### src/rtl/pattern_writer_pkg.sv
`default_nettype none
`timescale 1ns/1ps
// ============================================================================
// Module      : pattern_writer_pkg
// Description : Shared definitions for the LED pattern path. The pattern
//               writer and the shift pattern reader both use this package, so
//               they agree on memory geometry and the recorder state encoding.
//               Contents:
//                 c_ADDR_W   - default pattern memory address width (4096 words)
//                 c_DATA_W   - default pattern word width (one bit per LED)
//                 pw_state_t - recorder states IDLE / WAIT_TICK / WRITE / DONE
// Revision    : 1.0 - initial release
// ============================================================================
package pattern_writer_pkg;

    localparam int c_ADDR_W = 12;
    localparam int c_DATA_W = 4;

    typedef enum logic [1:0] {
        ST_IDLE      = 2'd0,
        ST_WAIT_TICK = 2'd1,
        ST_WRITE     = 2'd2,
        ST_DONE      = 2'd3
    } pw_state_t;

endpackage
`default_nettype wire

### src/rtl/pattern_debounce.sv
`default_nettype none
`timescale 1ns/1ps
// ============================================================================
// Module      : pattern_debounce
// Description : One switch bit. The bit goes through a two-flop synchronizer,
//               then a debouncer. The debounced level takes the synchronized
//               value only after that value has differed from it for
//               DEB_CYCLES consecutive clocks. Any return to the current
//               debounced level restarts the count.
//   clk      in  clock, rising edge
//   rst      in  asynchronous active-high reset
//   sw_async in  raw switch level
//   sw_deb   out debounced level (0 after reset)
// Revision    : 1.0 - initial release
// ============================================================================
module pattern_debounce #(
    parameter int DEB_CYCLES = 16
) (
    input  logic clk,
    input  logic rst,
    input  logic sw_async,
    output logic sw_deb
);

    localparam int c_CNT_W = (DEB_CYCLES > 1) ? $clog2(DEB_CYCLES) : 1;
    localparam logic [c_CNT_W-1:0] c_CNT_LAST = c_CNT_W'(DEB_CYCLES - 1);

    logic               r_sync1;
    logic               r_sync2;
    logic               r_deb;
    logic [c_CNT_W-1:0] r_cnt;

    always_ff @(posedge clk or posedge rst) begin
        if (rst) begin
            r_sync1 <= 1'b0;
            r_sync2 <= 1'b0;
            r_deb   <= 1'b0;
            r_cnt   <= '0;
        end else begin
            r_sync1 <= sw_async;
            r_sync2 <= r_sync1;
            if (r_sync2 == r_deb) begin
                r_cnt <= '0;
            end else if (r_cnt == c_CNT_LAST) begin
                // This clock is the DEB_CYCLES-th consecutive differing cycle.
                r_deb <= r_sync2;
                r_cnt <= '0;
            end else begin
                r_cnt <= r_cnt + 1'b1;
            end
        end
    end

    assign sw_deb = r_deb;

endmodule
`default_nettype wire

### src/rtl/pattern_writer.sv
`default_nettype none
`timescale 1ns/1ps
// ============================================================================
// Module      : pattern_writer
// Description : Records debounced switch levels into the pattern memory.
//               While rec_en is high, each tick writes one word at the next
//               address. Recording stops at the last address and does not
//               wrap. A tick that arrives during an outstanding write is
//               dropped and sets overrun.
//   clk      in  sole clock, rising edge
//   rst      in  asynchronous active-high reset
//   sw_in    in  [DATA_W] asynchronous switch levels
//   rec_en   in  asynchronous record enable
//   tick     in  one-cycle sample strobe (clk domain)
//   wr_en    out write request (registered, high only in WRITE)
//   wr_addr  out [ADDR_W] write address
//   wr_data  out [DATA_W] write data
//   wr_ready in  memory accepts when wr_en && wr_ready
//   full     out all 2^ADDR_W words written in this recording
//   overrun  out sticky: a tick was dropped
//   busy     out state is not IDLE
// Revision    : 1.0 - initial release
// ============================================================================
module pattern_writer
    import pattern_writer_pkg::*;
#(
    parameter int ADDR_W     = c_ADDR_W,
    parameter int DATA_W     = c_DATA_W,
    parameter int DEB_CYCLES = 16
) (
    input  logic              clk,
    input  logic              rst,
    input  logic [DATA_W-1:0] sw_in,
    input  logic              rec_en,
    input  logic              tick,
    output logic              wr_en,
    output logic [ADDR_W-1:0] wr_addr,
    output logic [DATA_W-1:0] wr_data,
    input  logic              wr_ready,
    output logic              full,
    output logic              overrun,
    output logic              busy
);

    localparam logic [ADDR_W-1:0] c_LAST_ADDR = {ADDR_W{1'b1}};

    logic [DATA_W-1:0] w_sw_deb;

    generate
        for (genvar gi = 0; gi < DATA_W; gi++) begin : g_bit
            pattern_debounce #(
                .DEB_CYCLES (DEB_CYCLES)
            ) u_deb (
                .clk      (clk),
                .rst      (rst),
                .sw_async (sw_in[gi]),
                .sw_deb   (w_sw_deb[gi])
            );
        end
    endgenerate

    pw_state_t         r_state;
    logic              r_rec_s1;
    logic              r_rec_s2;
    logic              r_rec_prev;
    logic              r_wr_en;
    logic [ADDR_W-1:0] r_wr_addr;
    logic [DATA_W-1:0] r_wr_data;
    logic              r_full;
    logic              r_overrun;

    always_ff @(posedge clk or posedge rst) begin
        if (rst) begin
            r_rec_s1   <= 1'b0;
            r_rec_s2   <= 1'b0;
            r_rec_prev <= 1'b0;
            r_state    <= ST_IDLE;
            r_wr_en    <= 1'b0;
            r_wr_addr  <= '0;
            r_wr_data  <= '0;
            r_full     <= 1'b0;
            r_overrun  <= 1'b0;
        end else begin
            r_rec_s1   <= rec_en;
            r_rec_s2   <= r_rec_s1;
            r_rec_prev <= r_rec_s2;

            case (r_state)
                ST_IDLE: begin
                    // Only a fresh rising edge starts a recording. A level that
                    // is still high after DONE does not restart one.
                    if (r_rec_s2 && !r_rec_prev) begin
                        r_wr_addr <= '0;
                        r_full    <= 1'b0;
                        r_overrun <= 1'b0;
                        r_state   <= ST_WAIT_TICK;
                    end
                end

                ST_WAIT_TICK: begin
                    // A tick wins over a falling rec_en in the same cycle.
                    if (tick) begin
                        r_wr_data <= w_sw_deb;
                        r_wr_en   <= 1'b1;
                        r_state   <= ST_WRITE;
                    end else if (!r_rec_s2) begin
                        r_state <= ST_IDLE;
                    end
                end

                ST_WRITE: begin
                    if (tick) begin
                        r_overrun <= 1'b1;
                    end
                    if (r_wr_en && wr_ready) begin
                        r_wr_en <= 1'b0;
                        if (r_wr_addr == c_LAST_ADDR) begin
                            r_full  <= 1'b1;
                            r_state <= ST_DONE;
                        end else begin
                            r_wr_addr <= r_wr_addr + 1'b1;
                            r_state   <= r_rec_s2 ? ST_WAIT_TICK : ST_IDLE;
                        end
                    end
                end

                ST_DONE: begin
                    if (!r_rec_s2) begin
                        r_state <= ST_IDLE;
                    end
                end

                default: r_state <= ST_IDLE;
            endcase
        end
    end

    assign wr_en   = r_wr_en;
    assign wr_addr = r_wr_addr;
    assign wr_data = r_wr_data;
    assign full    = r_full;
    assign overrun = r_overrun;
    assign busy    = (r_state != ST_IDLE);

endmodule
`default_nettype wire

### config.mk
export PLATFORM = sky130hd
export DESIGN_NAME = pattern_writer
export DESIGN_NICKNAME = d
export VERILOG_FILES = /design/src/rtl/pattern_writer_pkg.sv /design/src/rtl/pattern_debounce.sv /design/src/rtl/pattern_writer.sv
export SDC_FILE = /design/constraint.sdc
export NUM_CORES = 1
export LEC_CHECK = 0
export BUFFER_PORTS_ARGS = -buffer_cell sky130_fd_sc_hd__buf_2
export CAP_MARGIN = 20
export CORE_UTILIZATION = 59
export DETAILED_ROUTE_END_ITERATION = 8
export PLACE_DENSITY_LB_ADDON = 0.1
export SETUP_SLACK_MARGIN = 0.15
export SYNTH_ARGS = -nofsm -noshare
export SYNTH_HDL_FRONTEND = slang
export SYNTH_SLANG_ARGS = --single-unit
### constraint.sdc
create_clock -name clk -period 3.3 [get_ports clk]
set_input_delay 0.165 -clock clk [delete_from_list [all_inputs] [get_ports clk]]
set_output_delay 0.165 -clock clk [all_outputs]
set_load 0.01 [all_outputs]
==> results of run 1 <==
[state kept, by name, summed over array words and instances (netlist names), 2 cells and up]
register	flops
g_bit.u_deb.r_sync2	4
wr_addr	12
r_state	2
g_bit.u_deb.r_cnt	16
g_bit.u_deb.r_sync1	4
wr_data	4
g_bit.u_deb.sw_deb	4
[cells in the mapped netlist, types with 2 or more instances]
cell,count,share of area
a21oi_1,19,0.042
a311oi_1,4,0.015
and3_1,2,0.0055
and4_1,4,0.015
buf_6,2,0.0099
clkbuf_1,2,0.0033
dfrtp_1,52,0.57
ha_1,5,0.027
inv_1,9,0.015
mux2_2,8,0.040
mux2i_1,2,0.0088
nand2_1,13,0.021
nand3_1,10,0.022
nand4_1,4,0.011
nand4b_1,5,0.019
nor2_1,7,0.012
nor2b_1,4,0.011
nor3_1,3,0.0066
nor3b_1,3,0.0099
o211ai_1,3,0.0099
o21ai_0,7,0.015
o31ai_1,2,0.0066
or4_1,2,0.0066
xnor2_1,8,0.031
[area by class of cell]
class	count	area, um2	share of cell area
Inverter	9	33.8	0.0130
Sequential cell	52	1300	0.501
Tap cell	48	60.1	0.0231
Clock buffer	6	72.6	0.0279
Timing Repair Buffer	35	220	0.0847
Multi-Input combinational cell	131	906	0.349
Clock inverter	1	5.00	0.00193
[per-layer routing]
metal  wire [um]  up-vias  global-route usage
met3         194        5              0.0536
met5           0        -                   0
met2        2250       46               0.390
met4          40        0              0.0500
li1            -      798                   -
met1        1780      818               0.275
[cell families (layout without fill, tap and decap cells)]
| group | count (synthesis) | after routing | synth area share |
|---|---|---|---|
| flip-flops | 52 | 52 | 0.572 |
| AO/OA/AOI/OAI | 44 | 44 | 0.123 |
| AND/OR/NAND/NOR | 64 | 64 | 0.168 |
| XOR/XNOR | 8 | 8 | 0.0308 |
| buffers and inverters | 14 | 51 | 0.0302 |
| adder cells (fa/ha/maj) | 5 | 5 | 0.0275 |
| multiplexers | 10 | 10 | 0.0484 |
[power groups by stage]
stage	Clock, mW	Combinational (mW)	Sequential [mW]
after CTS	0.344	0.0531	0.671
after floorplan	0	0.0341	0.680
final	0.334	0.0553	0.671
after detailed placement	0	0.0482	0.684
after global routing	0.364	0.0640	0.675
after global placement	0	0.0446	0.682
[critical path, delay by kind of cell, from the launching register on]
family / cells / cell delay, ps
AND/OR/NAND/NOR: 1 / 640
flip-flops: 1 / 470
AO/OA/AOI/OAI: 3 / 800
[worst paths after layout]
check / endpoint / start / depth (start not counted)
max: wr_addr[9]$_DFFE_PP0P_ / r_state[1]$_DFFE_PP0P_ / 4
min: overrun$_DFFE_PP0P_ / tick / 2
max reg2reg: wr_addr[9]$_DFFE_PP0P_ / r_state[1]$_DFFE_PP0P_ / 4
min reg2reg: g_bit[1].u_deb.r_sync2$_DFF_PP0_ / g_bit[1].u_deb.r_sync1$_DFF_PP0_ / 0
max in group asynchronous: r_rec_prev$_DFF_PP0_ / rst / 4
min in group asynchronous: g_bit[1].u_deb.r_sync1$_DFF_PP0_ / rst / 3
==> flow_metrics.tcl, run 1 <==
set metrics [dict create \
    status "completed" \
    cp.required_ps 3500 \
    dpl_cell_area_um2 2440 \
    path_cells "or4b_4 > a211oi_2 > a21oi_1 > a311oi_1" \
    antenna-diode-count 0 \
    peakVddDrop_mv 0.330 \
    nFillCells 278 \
    grt_remaining_overflow 0 \
    final_cell_mix "dfrtp_1, buf_2, a21oi_1, nand2_1, nand3_1" \
    clk_latency_ps 300 \
    rsz0062_at_grt "no" \
    pwr_density_cell_nw_per_um2 408 \
    port_buffers 28 \
    cts_hold_buf 5 \
    end_kind "register" \
    clk_pin_slew_ps 90 \
    final_common_cell "dfrtp_1" \
    die_h_um 64.1 \
    drc 0 \
    drv_cap 0 \
    vias 1667 \
    gp_congestion 0.852 \
    ctsResizeCount 0 \
    intPower_mw 0.827 \
    cts_setup_buffers 0 \
    max_slew_margin 0.540 \
    final_nets 248 \
    crit_path_start_kind "register" \
    grt_usage 0.221 \
    crit_path_top_delay_cell "or4b_4" \
    synth_edf_count 0 \
    grt_max_degree 53 \
    cts_tree "done" \
    fp.dieW_um 64.1 \
    ant_nets 0 \
    rows 22 \
    regToRegSetupSlack_ps 1270 \
    period_minus_slack_ps 2030 \
    cts.sinks 52 \
    drt_first_pass_iters 4 \
    viasPerCell 5.91 \
    totalNegativeSetupSlack_ps 0 \
    synthesis.area_um2 2280 \
    ys_async_sr_fraction 1.00 \
    wirelength_mm 4.26 \
    ys_warn_count 0 \
    cts-buffers-inserted 5 \
    pwr-share-clk 0.315 \
    dp_hpwl_mm 3.01 \
    ys_seq_elements 52 \
    cp.arrival_ps 2220 \
    post-route-util 0.705 \
    p_sw_mw 0.234 \
    postSynthAreaPerCell_um2 11.6 \
    synth.distinct_cells 41 \
    synthCells 197 \
    setup_viol_count_final 0 \
    drt_iter0_markers 111 \
    min_period_over_period 0.614 \
    hold-worst-slack_ps 135 \
    h-tree-depth 2 \
    cts_root_buf "clkbuf_8" \
    fin_area_um2 2600 \
    worst_slew_pin_slew_ps 687 \
    power_frac_seq 0.633 \
    hp-class "input pin to register" \
    grt_pass1_wl_mm 6.96 \
    slew_viol_final 0 \
    start_util 0.617 \
    fmax_mhz 494 \
    setup_slack_ps 1270 \
    crit_fanout 10 \
    cts.path.max_buffers 2 \
    totalPowerFinal_mw 1.06 \
    wire_per_inst_um 15.1 \
    ys_seq_area_frac 0.572 \
    synth_nets 211 \
    io-pin-count 29 \
    critical-path-max-stage-delay_ps 640 \
    preCtsSetupSlack_ps 1310 \
    antenna_found_initial 0 \
    grt_pass1_vias 1575 \
    dp_cells 268 \
    layout-drive-gt1-share 0.214 \
    finalHoldViolCount 0 \
    fin_worst_skew_ps 7.57 \
    core_area_um2 3690 \
    p_sw_frac 0.220 \
    dieArea_um2 4110 \
    p_leak_nw 1.18 \
    area_growth_pct 14.2 \
    synthFlopType "dfrtp_1" \
    combinationalPowerShare 0.052 \
    worstSetupPathType "register to register" \
    final_cell_count_no_fill 282 \
]
No activity file was read; power rests on OpenSTA's default activity.
==> run 2, diff against run 1 <==
--- a/config.mk
+++ b/config.mk
@@ -7,7 +7,7 @@
 export LEC_CHECK = 0
 export BUFFER_PORTS_ARGS = -buffer_cell sky130_fd_sc_hd__buf_2
 export CAP_MARGIN = 20
-export CORE_UTILIZATION = 59
+export CORE_UTILIZATION = 51
 export DETAILED_ROUTE_END_ITERATION = 8
 export PLACE_DENSITY_LB_ADDON = 0.1
 export SETUP_SLACK_MARGIN = 0.15
==> constraint.sdc (replaced) <==
create_clock -name clk -period 1.73 [get_ports clk]
set_input_delay 0.0865 -clock clk [delete_from_list [all_inputs] [get_ports clk]]
set_output_delay 0.0865 -clock clk [all_outputs]
set_load 0.01 [all_outputs]
==> flow_metrics.tcl, run 2 (synthesized netlist as in run 1, its figures left out) <==
set metrics [dict create \
    status "finished, violations left" \
    failed_checks "setup timing" \
    port_buffers 28 \
    post-route-util 0.705 \
    antenna-diode-count 0 \
    clk_pin_slew_ps 100 \
    core_area_um2 4140 \
    hp-class "input pin to register" \
    fin_worst_skew_ps 8.39 \
    grt_pass1_vias 1751 \
    worst_slew_pin_slew_ps 504 \
    rsz0062_at_grt "yes" \
    drc 0 \
    cts_root_buf "clkbuf_8" \
    antenna_found_initial 0 \
    ant_nets 0 \
    cts.sinks 52 \
    wirelength_mm 4.80 \
    slew_viol_final 0 \
    totalPowerFinal_mw 2.12 \
    setup_viol_count_final 2 \
    min_period_over_period 1.01 \
    grt_usage 0.226 \
    clk_latency_ps 310 \
    dieArea_um2 4730 \
    start_util 0.549 \
    path_cells "or4b_4 > and2_4 > or4_1 > a21oi_2" \
    io-pin-count 29 \
    top_register "g_bit.u_deb.r_cnt" \
    drt_first_pass_iters 5 \
    vias 1778 \
    cts.path.max_buffers 2 \
    pwr_density_cell_nw_per_um2 727 \
    rows 23 \
    area_growth_pct 28.4 \
    critical-path-max-stage-delay_ps 550 \
    fmax_mhz 570 \
    largest_register_ffs 16 \
    layout-drive-gt1-share 0.347 \
    nFillCells 313 \
    drt_iter0_markers 138 \
    final_common_cell "dfrtp_1" \
    grt_remaining_overflow 0 \
    cts-buffers-inserted 5 \
    final_nets 284 \
    grt_pass1_wl_mm 7.70 \
    cp.required_ps 1970 \
    crit_path_top_delay_cell "or4b_4" \
    setup_slack_ps -25.7 \
    wire_per_inst_um 14.9 \
    period_minus_slack_ps 1760 \
    worstSetupPathType "register to register" \
    grt_max_degree 31 \
    max_slew_margin 0.664 \
    drv_cap 0 \
    preCtsSetupSlack_ps -62.9 \
    crit_path_start_kind "register" \
    peakVddDrop_mv 0.639 \
    fp.dieW_um 68.8 \
    cp.arrival_ps 2000 \
    dpl_cell_area_um2 2700 \
    gp_congestion 0.888 \
    crit_fanout 6 \
    fin_area_um2 2920 \
    dp_cells 301 \
    viasPerCell 5.54 \
    final_cell_mix "dfrtp_1, buf_4, buf_2, a21oi_1, nand2_1" \
    final_cell_count_no_fill 321 \
    h-tree-depth 2 \
    die_h_um 68.8 \
    p_leak_nw 1.37 \
    finalHoldViolCount 0 \
    end_kind "register" \
    cts_tree "done" \
    dp_hpwl_mm 3.49 \
]
==> run 2: cell type report <==
class	instances	area, um2	share of cell area
Inverter	9	33.8	0.0116
Timing Repair Buffer	71	490	0.168
Clock buffer	6	82.6	0.0283
Multi-Input combinational cell	131	936	0.320
Clock inverter	2	13.8	0.00471
Sequential cell	52	1300	0.446
Tap cell	50	62.6	0.0214
==> run 2: per-layer routing <==
metal | up-vias | GRT usage | share of wire | routed length [um]
li1 | 863 | - | - | -
met1 | 868 | 0.287 | 0.45 | 2170
met2 | 42 | 0.371 | 0.49 | 2360
met3 | 5 | 0.0625 | 0.043 | 205
met4 | 0 | 0.0791 | 0.011 | 55
met5 | - | 0 | 0 | 0
==> run 2: repair_timing <==
| action | 4_1_cts | 5_1_grt |
|---|---|---|
| pin swaps | 3 | 5 |
| hold endpoints to repair | 27 | 0 |
| cloned | 0 | 0 |
| endpoints found under the setup margin | 14 | 13 |
| gates resized for setup | 3 | 4 |
| buffers inserted | 4 | 2 |
| hold buffers | 6 | 0 |
==> run 2: critical path, delay by kind of cell (launching register included) <==
family,cells,cell delay (ps)
AO/OA/AOI/OAI,1,130
flip-flops,1,430
AND/OR/NAND/NOR,3,1130
==> run 2: metrics by stage <==
stage / hold WS, ps / TNS (ps)
after detailed placement: 147 / -148
final: 71.2 / -29.3
after global placement: 137 / -30.8
after CTS: 67.4 / -34.7
after floorplan: 118 / -573
after global routing: 74.7 / -388
==> run 2: power by group <==
| group | internal (mW) | switching [mW] | leakage [nW] |
|---|---|---|---|
| clock | 0.328 | 0.403 | 0.0516 |
| combinational | 0.0539 | 0.0591 | 0.676 |
| sequential | 1.25 | 0.0296 | 0.643 |
==> run 2: path summary, 6_finish.rpt <==
| kind | from | to | slack [ps] | cells after the start |
|---|---|---|---|---|
| max | r_state[0]$_DFFE_PP0P_ | wr_addr[3]$_DFFE_PP0P_ | -30 | 4 |
| min | wr_ready | r_state[0]$_DFFE_PP0P_ | 70 | 3 |
| max reg2reg | r_state[0]$_DFFE_PP0P_ | wr_addr[3]$_DFFE_PP0P_ | -30 | 4 |
| min reg2reg | g_bit[1].u_deb.r_sync1$_DFF_PP0_ | g_bit[1].u_deb.r_sync2$_DFF_PP0_ | 360 | 0 |
| max in group asynchronous | rst | g_bit[3].u_deb.r_cnt[1]$_DFF_PP0_ | 860 | 4 |
| min in group asynchronous | rst | wr_data[0]$_DFFE_PP0P_ | 340 | 3 |
